`src/rtl/multicycle_control_fsm.sv`:
```
// multicycle_control_fsm: Moore sequencer stepping the MIPS-subset datapath through fetch/decode/execute/memory/writeback
// Ports: clk, rst_n (async active-low); Opcode = IR[31:26]; mem_ready = memory completes this cycle.
//   Datapath enables/selects: PCWrite, PCWriteCond, IorD, MemRead, MemWrite, IRWrite, MemtoReg, RegDst,
//   RegWrite, AluSrcA, AluSrcB, PCSource, AluOp. instr_done/illegal_op are one-cycle pulses; state is debug.
module multicycle_control_fsm (
  input  logic       clk,
  input  logic       rst_n,
  input  logic [5:0] Opcode,
  input  logic       mem_ready,
  output logic       PCWrite,
  output logic       PCWriteCond,
  output logic       IorD,
  output logic       MemRead,
  output logic       MemWrite,
  output logic       IRWrite,
  output logic       MemtoReg,
  output logic       RegDst,
  output logic       RegWrite,
  output logic       AluSrcA,
  output logic [1:0] AluSrcB,
  output logic [1:0] PCSource,
  output logic [1:0] AluOp,
  output logic       instr_done,
  output logic       illegal_op,
  output logic [3:0] state
);
  typedef enum logic [3:0] {
    FETCH = 4'd0, DECODE = 4'd1, MEMADR = 4'd2, MEMRD = 4'd3, MEMWB = 4'd4, MEMWR = 4'd5,
    EXECUTE = 4'd6, ALUWB = 4'd7, BRANCH = 4'd8, ADDIEX = 4'd9, ADDIWB = 4'd10, JUMP = 4'd11
  } stateT;
  stateT cur, nxt;
  assign state = cur;
  always_ff @(posedge clk or negedge rst_n)
    if (!rst_n) cur <= FETCH;
    else cur <= nxt;
  always_comb begin
    nxt = FETCH;
    {PCWrite, PCWriteCond, IorD, MemRead, MemWrite, IRWrite, MemtoReg, RegDst, RegWrite, AluSrcA,
     AluSrcB, PCSource, AluOp, instr_done, illegal_op} = '0;
    case (cur)
      FETCH: begin
        MemRead = 1'b1;
        AluSrcB = 2'b01;
        IRWrite = mem_ready;
        PCWrite = mem_ready;
        nxt = mem_ready ? DECODE : FETCH;
      end
      DECODE: begin
        AluSrcB = 2'b11;
        case (Opcode)
          6'b100011, 6'b101011: nxt = MEMADR;
          6'b000000: nxt = EXECUTE;
          6'b000100: nxt = BRANCH;
          6'b001000: nxt = ADDIEX;
          6'b000010: nxt = JUMP;
          default: illegal_op = 1'b1;
        endcase
      end
      MEMADR: begin
        AluSrcA = 1'b1;
        AluSrcB = 2'b10;
        nxt = (Opcode == 6'b100011) ? MEMRD : MEMWR;
      end
      MEMRD: begin
        IorD = 1'b1;
        MemRead = 1'b1;
        nxt = mem_ready ? MEMWB : MEMRD;
      end
      MEMWB: begin
        MemtoReg = 1'b1;
        RegWrite = 1'b1;
        instr_done = 1'b1;
      end
      // A store finishes in the cycle memory accepts it, so done rides on mem_ready.
      MEMWR: begin
        IorD = 1'b1;
        MemWrite = 1'b1;
        instr_done = mem_ready;
        nxt = mem_ready ? FETCH : MEMWR;
      end
      EXECUTE: begin
        AluSrcA = 1'b1;
        AluOp = 2'b10;
        nxt = ALUWB;
      end
      ALUWB: begin
        RegDst = 1'b1;
        RegWrite = 1'b1;
        instr_done = 1'b1;
      end
      BRANCH: begin
        AluSrcA = 1'b1;
        AluOp = 2'b01;
        PCSource = 2'b01;
        PCWriteCond = 1'b1;
        instr_done = 1'b1;
      end
      ADDIEX: begin
        AluSrcA = 1'b1;
        AluSrcB = 2'b10;
        nxt = ADDIWB;
      end
      ADDIWB: begin
        RegWrite = 1'b1;
        instr_done = 1'b1;
      end
      JUMP: begin
        PCSource = 2'b10;
        PCWrite = 1'b1;
        instr_done = 1'b1;
      end
      default: nxt = FETCH;
    endcase
    // Outputs are decoded from state, so FETCH would otherwise show MemRead during reset.
    if (!rst_n)
      {PCWrite, PCWriteCond, IorD, MemRead, MemWrite, IRWrite, MemtoReg, RegDst, RegWrite, AluSrcA,
       AluSrcB, PCSource, AluOp, instr_done, illegal_op} = '0;
  end
endmodule

```
`config.mk`:
```
export PLATFORM = sky130hd
export DESIGN_NAME = multicycle_control_fsm
export DESIGN_NICKNAME = d
export VERILOG_FILES = /design/src/rtl/multicycle_control_fsm.sv
export SDC_FILE = /design/constraint.sdc
export NUM_CORES = 1
export LEC_CHECK = 0
export ABC_AREA = 1
export CAP_MARGIN = 10
export CORE_MARGIN = 2
export CORE_UTILIZATION = 41
export DETAILED_ROUTE_END_ITERATION = 12
export PLACE_DENSITY = 0.83
export SLEW_MARGIN = 20
export SYNTH_ARGS = -nofsm -noshare
export SYNTH_HDL_FRONTEND = slang
export SYNTH_SLANG_ARGS = --single-unit
```
`constraint.sdc`:
```
create_clock -name clk -period 1.5 [get_ports clk]
set_input_delay 0.15 -clock clk [delete_from_list [all_inputs] [get_ports clk]]
set_output_delay 0.15 -clock clk [all_outputs]
set_load 0.03 [all_outputs]
```
==> results_dict.tcl <==
set metrics [dict create \
    p_leak_nw 0.605 \
    dpl_cell_area_sq_um 897 \
    fp-row-count 13 \
    area_growth_pct 77.4 \
    worst_pin_slew_ps 391 \
    die_h_microns 42.2 \
    place_inst 162 \
    violations "negative setup slack" \
    end_kind "output port" \
    cts_tree "yes" \
    antenna_left 0 \
    antenna_found_initial 0 \
    min_period_ps 1570 \
    finish.utilization 0.795 \
    cts_inserted_buffers 3 \
    cp-start-kind "register" \
    gp_congestion 0.838 \
    synth_area_sq_um 598 \
    hold_class "primary input to asynchronous set/reset pin" \
    slew_headroom 0.739 \
    path_cells "nor2_4 -> nand3_1 -> a21oi_2 -> buf_4" \
    cap_violations 0 \
    stdcell_count 174 \
    via_count 905 \
    netlist_instances 116 \
    drt_iter0_markers 41 \
    vias_per_cell 5.20 \
    p_sw_uw 355 \
    ir_worst_vdd_mv 0.419 \
    pwr_density_cell_nw_per_um2 706 \
    layout_setup_ws_ps -73.2 \
    yosysWarningCount 0 \
    drc 0 \
    insertion_delay_ps 230 \
    seq_area_sq_um 105 \
    core_area_sq_um 1330 \
    dp.final_hpwl_microns 1410 \
    multi_input_area_sq_um 484 \
    io_pins 31 \
    wl_per_cell_microns 11.9 \
    grt_pass1_wl_microns 3340 \
    hold_violations 0 \
    holdWs_ps 359 \
    switching_share 0.474 \
    fill_cells 107 \
    cp.required_ps 1350 \
    cts_sinks 4 \
    rsz0062_at_grt "yes" \
    fin_nets 170 \
    ys_seq_area_frac 0.167 \
    clock_power_share 0.180 \
    p_int_uw 394 \
    skew_ps 2.01 \
    drv_slew 0 \
    seq_power_share 0.205 \
    num_antenna_cells 0 \
    final_area_sq_um 1060 \
    die-width_microns 42.2 \
    p_total_uw 750 \
    largest_reg_flops 4 \
    status "finished, violations left" \
    cp_num_buf_inv 1 \
    avgSynthCellArea_sq_um 5.16 \
    synth_fp_nets 125 \
    cts_root_buffer "clkbuf_4" \
    ys_seq_elements 4 \
    combPwrFrac 0.615 \
    start_util 0.448 \
    wirelength_microns 2060 \
    layout-drive-gt1-share 0.409 \
    die_area_sq_um 1780 \
    max_freq_mhz 636 \
    cpMaxStageDelayCell "dfrtp_2" \
    worstPathMaxFanout 6 \
    h-tree-depth 1 \
    period_share 1.05 \
    first_pass_iters 4 \
    grt_max_degree 12 \
    cts_buffer_depth 2 \
    cpPeakStageDelay_ps 450 \
    port_buffers 30 \
    clk_pin_slew_ps 40 \
    cpLargestDelayFamily "flip-flops" \
    synth.distinct_cells 18 \
    setup_viol 7 \
    critPathKind "register to output port" \
    worstPathArrival_ps 1420 \
    grt_pass1_vias 818 \
    grt_usage 0.237 \
    grt.overflow.total 0 \
]
[worst paths after layout]
kind | slack, ps | cells after the start | start | endpoint
max | -70 | 4 | state[2]$_DFF_PN0_ | PCWrite
min reg2reg | 710 | 3 | state[1]$_DFF_PN0_ | state[3]$_DFF_PN0_
max in group asynchronous | 1020 | 2 | rst_n | state[0]$_DFF_PN0_
max reg2reg | 150 | 7 | state[2]$_DFF_PN0_ | state[2]$_DFF_PN0_
min in group clk | 700 | 4 | mem_ready | state[2]$_DFF_PN0_
min | 360 | 2 | rst_n | state[3]$_DFF_PN0_
[cells in the mapped netlist]
cell type	number	area [sq um]
nand2_1	33	124
nor2_1	26	97.6
inv_1	14	52.6
nand3_1	14	70.1
dfrtp_1	4	100
a21oi_1	3	15.0
inv_2	3	11.3
nand2_2	3	18.8
nor2_2	3	18.8
nor2_4	3	33.8
o21ai_0	3	15.0
and2_1	1	6.26
buf_4	1	7.51
clkbuf_1	1	3.75
nand3b_1	1	7.51
nand4_1	1	6.26
nor3_1	1	5.00
o21ai_1	1	5.00
[power by group through the flow]
| stage | clock [mW] | combinational (mW) | sequential [mW] |
|---|---|---|---|
| floorplan | 0 | 0.228 | 0.173 |
| global placement | 0 | 0.392 | 0.149 |
| detailed placement | 0 | 0.396 | 0.150 |
| CTS | 0.138 | 0.435 | 0.153 |
| global route | 0.150 | 0.493 | 0.157 |
| finish | 0.135 | 0.461 | 0.154 |
[through the flow]
step	setup TNS, ps	setup WS [ps]
after global routing	-1310	-168
after detailed placement	-11.1	-11.1
final	-356	-73.2
after CTS	-178	-58.3
after floorplan	-274	-116
after global placement	0	26.7
[timing repair]
item	4_1_cts	5_1_grt
setup buffers	8	1
setup endpoints to repair	16	18
pin swaps	5	3
hold buffers	0	0
resized for setup	21	8
[kinds of logic (layout without fill, tap and decap cells)]
family                 after synthesis  count (layout)  share of synthesized area
AO/OA/AOI/OAI                        7               7                     0.0586
buffers and inverters               19              62                      0.126
flip-flops                           4               4                      0.167
AND/OR/NAND/NOR                     86              86                      0.649
[layer usage]
layer	vias to the layer above	routed length [microns]	track usage
met5	-	0	0
met4	0	28	0.106
met3	6	148	0.0431
met2	48	1080	0.434
met1	405	807	0.260
li1	446	-	-
[cell usage in the layout, fill, tap and decap left out]
cell type        count
nand2_1             30
nand3b_1             1
o21ai_0              3
nand2_2              5
nor3_2               1
nand4_1              1
o21ai_1              1
clkbuf_4             3
dlymetal6s2s_1       1
nor2_2               7
and2_4               1
inv_1               13
a21oi_2              3
buf_4               24
nand3_1             13
nor2_4               5
dlygate4sd2_1        3
inv_2                4
buf_6                6
nand3_2              1
clkdlybuf4s50_1      8
dfrtp_2              4
nand2_4              1
nor2_1              20
[area by class of cell]
cell class                 instances  area share
clock buffer                       3      0.0212
inverter                          17      0.0601
multi-input combinational         93       0.456
sequential                         4      0.0991
tap                               15      0.0177
timing repair buffer              42       0.346
Power figures use the tool's default switching activity.
